### src/rtl/muldiv_hilo.sv
// Multi-cycle multiply/divide unit owning the HI/LO register pair.
// One bit per clock: shift-add multiply, restoring divide, sign fix at FIN.
module muldiv_hilo #(
  parameter int n = 32
) (
  input  logic         clk,
  input  logic         reset,
  input  logic         start,
  input  logic [1:0]   op,
  input  logic [n-1:0] a,
  input  logic [n-1:0] b,
  input  logic         wr_hi,
  input  logic         wr_lo,
  input  logic [n-1:0] wdata,
  output logic         busy,
  output logic         done,
  output logic [n-1:0] hi,
  output logic [n-1:0] lo
);

  localparam int CW = $clog2(n) + 1;

  typedef enum logic [1:0] {IDLE, CALC, FIN} state_t;

  state_t         state, next_state;
  logic [CW-1:0]  cnt;
  logic [2*n-1:0] acc;
  logic [n-1:0]   m;
  logic           is_div, dz, sa, sb;

  logic           sgn, a_neg, b_neg;
  logic [n-1:0]   a_mag, b_mag;
  logic [n:0]     sum, sh, trial;
  logic [2*n-1:0] mul_next, div_next, prod;
  logic [n-1:0]   hi_res, lo_res;

  assign busy = (state != IDLE);

  always_comb begin
    sgn   = ~op[0];
    a_neg = sgn & a[n-1];
    b_neg = sgn & b[n-1];
    a_mag = a_neg ? -a : a;
    b_mag = b_neg ? -b : b;
  end

  always_ff @(posedge clk or posedge reset) begin
    if (reset) state <= IDLE;
    else       state <= next_state;
  end

  // Divide by zero spends one cycle in CALC without iterating.
  always_comb begin
    next_state = state;
    case (state)
      IDLE:    if (start) next_state = CALC;
      CALC:    if (dz || cnt == CW'(1)) next_state = FIN;
      FIN:     next_state = IDLE;
      default: next_state = IDLE;
    endcase
  end

  // acc holds {upper, multiplier} for multiply and {rem, quo} for divide.
  always_comb begin
    sum      = {1'b0, acc[2*n-1:n]} + (acc[0] ? {1'b0, m} : '0);
    mul_next = {sum, acc[n-1:1]};
    sh       = {acc[2*n-1:n], acc[n-1]};
    trial    = sh - {1'b0, m};
    div_next = trial[n] ? {sh[n-1:0], acc[n-2:0], 1'b0}
                        : {trial[n-1:0], acc[n-2:0], 1'b1};
  end

  always_comb begin
    prod   = (sa ^ sb) ? -acc : acc;
    hi_res = prod[2*n-1:n];
    lo_res = prod[n-1:0];
    if (dz) begin
      hi_res = sa ? -acc[n-1:0] : acc[n-1:0];
      lo_res = '1;
    end else if (is_div) begin
      lo_res = (sa ^ sb) ? -acc[n-1:0] : acc[n-1:0];
      hi_res = sa ? -acc[2*n-1:n] : acc[2*n-1:n];
    end
  end

  always_ff @(posedge clk or posedge reset) begin
    if (reset) begin
      hi     <= '0;
      lo     <= '0;
      done   <= 1'b0;
      cnt    <= '0;
      acc    <= '0;
      m      <= '0;
      is_div <= 1'b0;
      dz     <= 1'b0;
      sa     <= 1'b0;
      sb     <= 1'b0;
    end else begin
      done <= 1'b0;
      case (state)
        IDLE: begin
          if (wr_hi) hi <= wdata;
          if (wr_lo) lo <= wdata;
          if (start) begin
            is_div <= op[1];
            dz     <= op[1] && (b == '0);
            sa     <= a_neg;
            sb     <= b_neg;
            cnt    <= CW'(n);
            acc    <= {{n{1'b0}}, (op[1] ? a_mag : b_mag)};
            m      <= op[1] ? b_mag : a_mag;
          end
        end
        CALC: begin
          cnt <= cnt - CW'(1);
          if (!dz) acc <= is_div ? div_next : mul_next;
        end
        FIN: begin
          hi   <= hi_res;
          lo   <= lo_res;
          done <= 1'b1;
        end
        default: ;
      endcase
    end
  end

endmodule

### config.mk
export PLATFORM = sky130hd
export DESIGN_NAME = muldiv_hilo
export DESIGN_NICKNAME = d
export VERILOG_FILES = /design/src/rtl/muldiv_hilo.sv
export SDC_FILE = /design/constraint.sdc
export NUM_CORES = 1
export LEC_CHECK = 0
export CAP_MARGIN = 20
export CELL_PAD_IN_SITES_DETAIL_PLACEMENT = 2
export CELL_PAD_IN_SITES_GLOBAL_PLACEMENT = 2
export CORE_MARGIN = 1.5
export CORE_UTILIZATION = 31
export CTS_CLUSTER_SIZE = 30
export DETAILED_ROUTE_END_ITERATION = 7
export PLACE_DENSITY_LB_ADDON = 0.05
export SYNTH_ARGS = -nofsm -noshare
export SYNTH_HDL_FRONTEND = slang
export SYNTH_SLANG_ARGS = --single-unit
### constraint.sdc
create_clock -name clk -period 6.15 [get_ports clk]
set_input_delay 1.23 -clock clk [delete_from_list [all_inputs] [get_ports clk]]
set_output_delay 1.23 -clock clk [all_outputs]
set_load 0.03 [all_outputs]
# ---- Word-level counts from Yosys, hierarchy flattened
# Cells that the tools add are included.
dict set report word_totals {
  ff_bits 173
}
dict set report op_classes {
  n_eq_ne 8
  bitwise_logic 4
  mux 28
  reduce_logical 13
  add_sub_neg 8
}
# operator n
set ops {}
lappend ops {{two-way mux 32 bit} 14}
lappend ops {{two-way mux 64 bit} 5}
lappend ops {{negation 32 bit} 4}
lappend ops {{case mux 32 bit (2 select lines)} 2}
lappend ops {{case mux 64 bit (2 select lines)} 1}
lappend ops {{negation 64 bit} 1}
lappend ops {{adder 32 x 32 -> 33 bit} 1}
lappend ops {{subtractor 33 x 32 -> 33 bit} 1}
lappend ops {{zero test 32 bit} 1}
lappend ops {{case mux 6 bit (2 select lines)} 1}
lappend ops {{inequality test 2 bit (second input constant)} 5}
lappend ops {{AND reduction 2 bit} 5}
lappend ops {{equality test 6 x 1 -> 1 bit (second input constant)} 1}
lappend ops {{two-way mux 6 bit} 1}
lappend ops {{nonzero test 2 bit} 3}
lappend ops {{subtractor 6 x 1 -> 6 bit (second input constant)} 1}
lappend ops {{two-way mux 2 bit} 2}
lappend ops {{case mux 2 bit (2 select lines)} 1}
lappend ops {{AND reduction 3 bit} 1}
lappend ops {{bitwise AND 1 bit} 2}
lappend ops {{equality test 2 x 1 -> 1 bit (second input constant)} 1}
lappend ops {{equality test 2 bit (second input constant)} 1}
lappend ops {{zero test 2 bit} 1}
lappend ops {{logical AND 1 bit} 1}
lappend ops {{4 further kinds} 4}

# ---- Longest topological paths before layout
dict set report logic_depth {
  depth_word 6
  depth_mapped 15
}

# ---- Worst setup path after synthesis
# No wires, ideal clock.
dict set report synth_timing {
  path_type {input -> register}
  startpoint {input port a[9]}
  endpoint {register acc[27]}
  slack_ns 2.577
  path_buffers 0
  stages 9
  arrival_time_ns 3.449
  t_required_ns 6.026
  cell_sequence {or4_1 -> or3_1 -> or4_1 -> nor2b_1 -> a21oi_1 -> xor2_1 -> o21ai_1 -> a21oi_1 -> a211o_1}
}
dict set report synth_via {
  elab_chain_cells 5
}
# element line_no
set synth_lines {}
lappend synth_lines {{start: declaration} 10} ;# input logic [n-1:0] a,
lappend synth_lines {{negation 32 bit} 43} ;# a_mag = a_neg ? -a : a;
lappend synth_lines {{two-way mux 32 bit} 43}
lappend synth_lines {{two-way mux 32 bit} 110} ;# acc <= {{n{1'b0}}, (op[1] ? a_mag : b_mag)};
lappend synth_lines {{two-way mux 64 bit} 104} ;# if (start) begin
lappend synth_lines {{case mux 64 bit (2 select lines)} 100} ;# case (state)
lappend synth_lines {{end signal: assignment} 110}
lappend synth_lines {{end signal: assignment} 116} ;# if (!dz) acc <= is_div ? div_next : mul_next;
lappend synth_lines {{end: declaration} 27} ;# logic [2*n-1:0] acc;
# No other way between the ends. The select of a mux whose other input is x is not followed.
# A chain may end at the register's enable or synchronous reset.

# ---- Worst setup path after layout
dict set report layout_timing {
  startpoint {register acc[31]}
  endpoint {register acc[41]}
}
dict set report layout_via {
  elab_chain_cells 5
}
# element line_no
set layout_lines {}
lappend layout_lines {{subtractor 33 x 32 -> 33 bit} 68} ;# trial = sh - {1'b0, m};
lappend layout_lines {{two-way mux 64 bit} 69} ;# div_next = trial[n] ? {sh[n-1:0], acc[n-2:0], 1'b0}
lappend layout_lines {{two-way mux 64 bit (2 in a row)} 116}
lappend layout_lines {{case mux 64 bit (2 select lines)} 100}
# No other way between the ends. The select of a mux whose other input is x is not followed.

==> results by group <==
Status
  • Status: complete, no violations

Setup path
  • Startpoint types: flop
  • Worst Path Required: 6.55 ns
  • CP Class: flop to flop
  • CP dominant cell by count: a21oi_1
  • Top delay family on crit path: compound AO/OA/AOI/OAI gates
  • Largest stage delay, worst path: 0.54 ns
  • Setup crit end kind: flop
  • Worst-path cell chain: inv_1 > ha_1 > fa_1 > nand2b_1 > a21oi_1 > nor4_1 > nor4b_2 > and4bb_1 > o31ai_2 > xor2_4 > buf_4 > mux2i_1 > a21oi_1 > a21o_1
  • CP max-delay cell: dfrtp_1
  • Crit-path max FO: 44
  • CP Data Arrival Time: 4.92 ns
  • Worst Path Buf+Inv: 2

Floorplan
  • Top Ports: 169
  • Site Rows: 81
  • Die Wd: 226 um
  • Effective utilization at floorplan: 31.4%
  • Die outline area: 0.0511 sq mm
  • Core Box Area: 0.0491 sq mm
  • Die Height: 226 um

Placement
  • Routability Congestion: 0.886
  • PortBufs: 168
  • Placed Area: 0.0176 sq mm
  • Dpl hpwl: 54,700 um

Routing
  • WL final: 69,600 um
  • Vias: 15,595
  • Drt first pass iters: 5
  • Starting DRT DRC Count: 973
  • Routed Antenna Nets: 0
  • Routed vias/inst: 5.65
  • DRC viols: 0
  • Routed WL per cell: 25.2 um

Clock tree
  • Clock Sinks: 173
  • CTS clk-pin slew, worst paths: 0.08 ns
  • Post-CTS sizing: 0
  • CTS tree: done
  • Setup repair bufs after CTS: 0
  • CTS hold repair buffers: 0
  • CTS H-Tree Depth: 4
  • Clk buf depth: 2
  • CTS root buf: clkbuf_16
  • Clock latency on the worst-skew pair: 0.50 ns
  • TritonCTS Buffers: 17

Cells and area
  • Core Util, Final: 37.3%
  • Diode count: 0
  • Commonest non-fill, non-tap cell in the layout: a21oi_1
  • Nets@finish: 2,257
  • Share of cells above drive strength 1: 4.63%
  • Commonest non-fill, non-tap cells in the layout: a21oi_1 (219), nand2_1 (209), nor2_1 (208)
  • Number of fill cells in the layout: 5,648
  • Area Overhead vs Synth: 18.5%
  • Final instance area: 0.0183 sq mm

Synth
  • Ys flop type: dfrtp_1
  • Syn Inst Count: 2,007
  • Syn_nets: 2,182
  • Synthesized flop and latch total: 173
  • Syn_area_per_cell: 7.68 sq um
  • Area leader, netlist: dfrtp_1
  • Ys Warns: 0
  • Synth area leaders: dfrtp_1 (28%), a21oi_1 (7.1%), xnor2_1 (6.5%)
  • Yosys top cell area share: 28.1%
  • Post-synth EDFFs: 0
  • Distinct cells, synth: 82
  • Sequential-to-total area share from yosys stat: 28.1%
  • Ys async rst share: 100%
  • Post-Syn Area: 0.0154 sq mm

Min path
  • Hold Crit Class: flop to flop

Power and ir drop
  • Final Power: 12,400 uW
  • Gate power share: 68.5%
  • Pwr/cell area: 678 mW/mm^2
  • Clock power frac: 9.8%
  • P_int: 5560 uW
  • VDD IR max: 0.222 mV
  • P_sw: 6830 uW
  • Switching Share: 55.1%
  • Seq pwr share: 21.7%
  • Leak Pwr: 0.00752 uW

Global routing
  • First-pass GRT wire length: 106,000 um
  • Number of global-route vias before repair: 16,293
  • Gr usage total: 27.7%
  • Largest net degree at the start of global routing: 97
  • Gr ovfl total: 0
  • Initial antenna violation count: 0

Timing
  • Final Cycle Share: 73.5%
  • Max Clk Rate: 221 MHz
  • Final setup viols: 0
  • Final hold violations: 0
  • Clock Skews: 0.0161 ns
  • Hold WS: 0.481 ns
  • Worst-margin pin slew: 1.08 ns
  • Final Max Slew Viols: 0
  • Slew HR: 27.6%
  • Sum Neg Setup Slack: 0 ns
  • Tmin final: 4.52 ns
  • RSZ-0062 raised after global routing: no

Flow run
  • Max-cap violations: 0
final timing paths:
path / depth (start not counted) / from / to / slack, ns
worst max-delay path: 14 / acc[31] / acc[41] / 1.63
worst min-delay path: 1 / cnt[4] / cnt[4] / 0.48
worst max register to register: 14 / acc[31] / acc[41] / 1.63
worst min register to register: 1 / cnt[4] / cnt[4] / 0.48
max in group asynchronous: 3 / reset / m[28] / 3.77
min in group asynchronous: 2 / reset / acc[6] / 1.28
power groups by stage:
stage	combinational (uW)	clock (uW)	sequential [uW]
3_5_place_dp	8410	0	2710
4_1_cts	8480	1240	2680
5_1_grt	9210	1280	2780
2_1_floorplan	5580	0	2480
3_3_place_gp	8170	0	2670
6_report	8490	1220	2690
state kept, by name (all words and copies together) (netlist names):
signal / flops
dz: 1
hi: 32
lo: 32
sa: 1
is_div: 1
state: 2
done: 1
cnt: 6
acc: 64
m: 32
sb: 1
Yosys cell counts, types with 10 or more instances:
| master | instances |
|---|---|
| a211oi_1 | 14 |
| a21o_1 | 42 |
| a21oi_1 | 219 |
| a22oi_1 | 17 |
| a31oi_1 | 15 |
| and3_1 | 13 |
| buf_1 | 10 |
| clkbuf_1 | 118 |
| dfrtp_1 | 173 |
| ha_1 | 70 |
| inv_1 | 65 |
| mux2i_1 | 53 |
| nand2_1 | 210 |
| nand2b_1 | 20 |
| nand3_1 | 22 |
| nand4_1 | 12 |
| nor2_1 | 211 |
| nor2b_1 | 18 |
| nor3_1 | 27 |
| nor4_1 | 10 |
| o211ai_1 | 17 |
| o21ai_0 | 117 |
| o21ai_1 | 90 |
| o221ai_1 | 20 |
| o22ai_1 | 40 |
| o31ai_1 | 25 |
| or3_1 | 29 |
| xnor2_1 | 115 |
| xor2_1 | 86 |
final cells by class:
class | instances | area [sq um] | area share, %
multi-input cells | 1627 | 10300 | 56.5
flip-flops and latches | 173 | 4330 | 23.7
repair buffers | 195 | 1910 | 10.5
well taps | 664 | 831 | 4.55
clock buffers | 18 | 439 | 2.40
inverters | 68 | 260 | 1.42
clock inverters | 14 | 178 | 0.972
kinds of logic (layout without fill, tap and decap cells):
group,count (synthesis),after routing,share of synthesized area [%]
compound gates,682,682,27.0
flops,173,173,28.1
xor+xnor,202,202,11.5
simple gates,615,615,18.6
mux,56,56,3.66
fa+ha+maj,72,72,5.94
buf+inv,207,295,5.23
layer usage:
layer	routed length (um)	GRT usage, %	part of all wire, %
met1	34500	39.6	50
met3	2470	3.16	3.5
met2	31400	43.8	45
met5	0	0	0
met4	1320	7.47	1.9
metrics by stage:
stage / std cells / worst slack, ns
after global placement: 2725 / 1.75
after detailed placement: 2726 / 1.68
final: 2759 / 1.63
after global routing: 2759 / 1.43
after floorplan: 2007 / 0.232
after CTS: 2758 / 1.72
(Power assumes the default switching activity.)
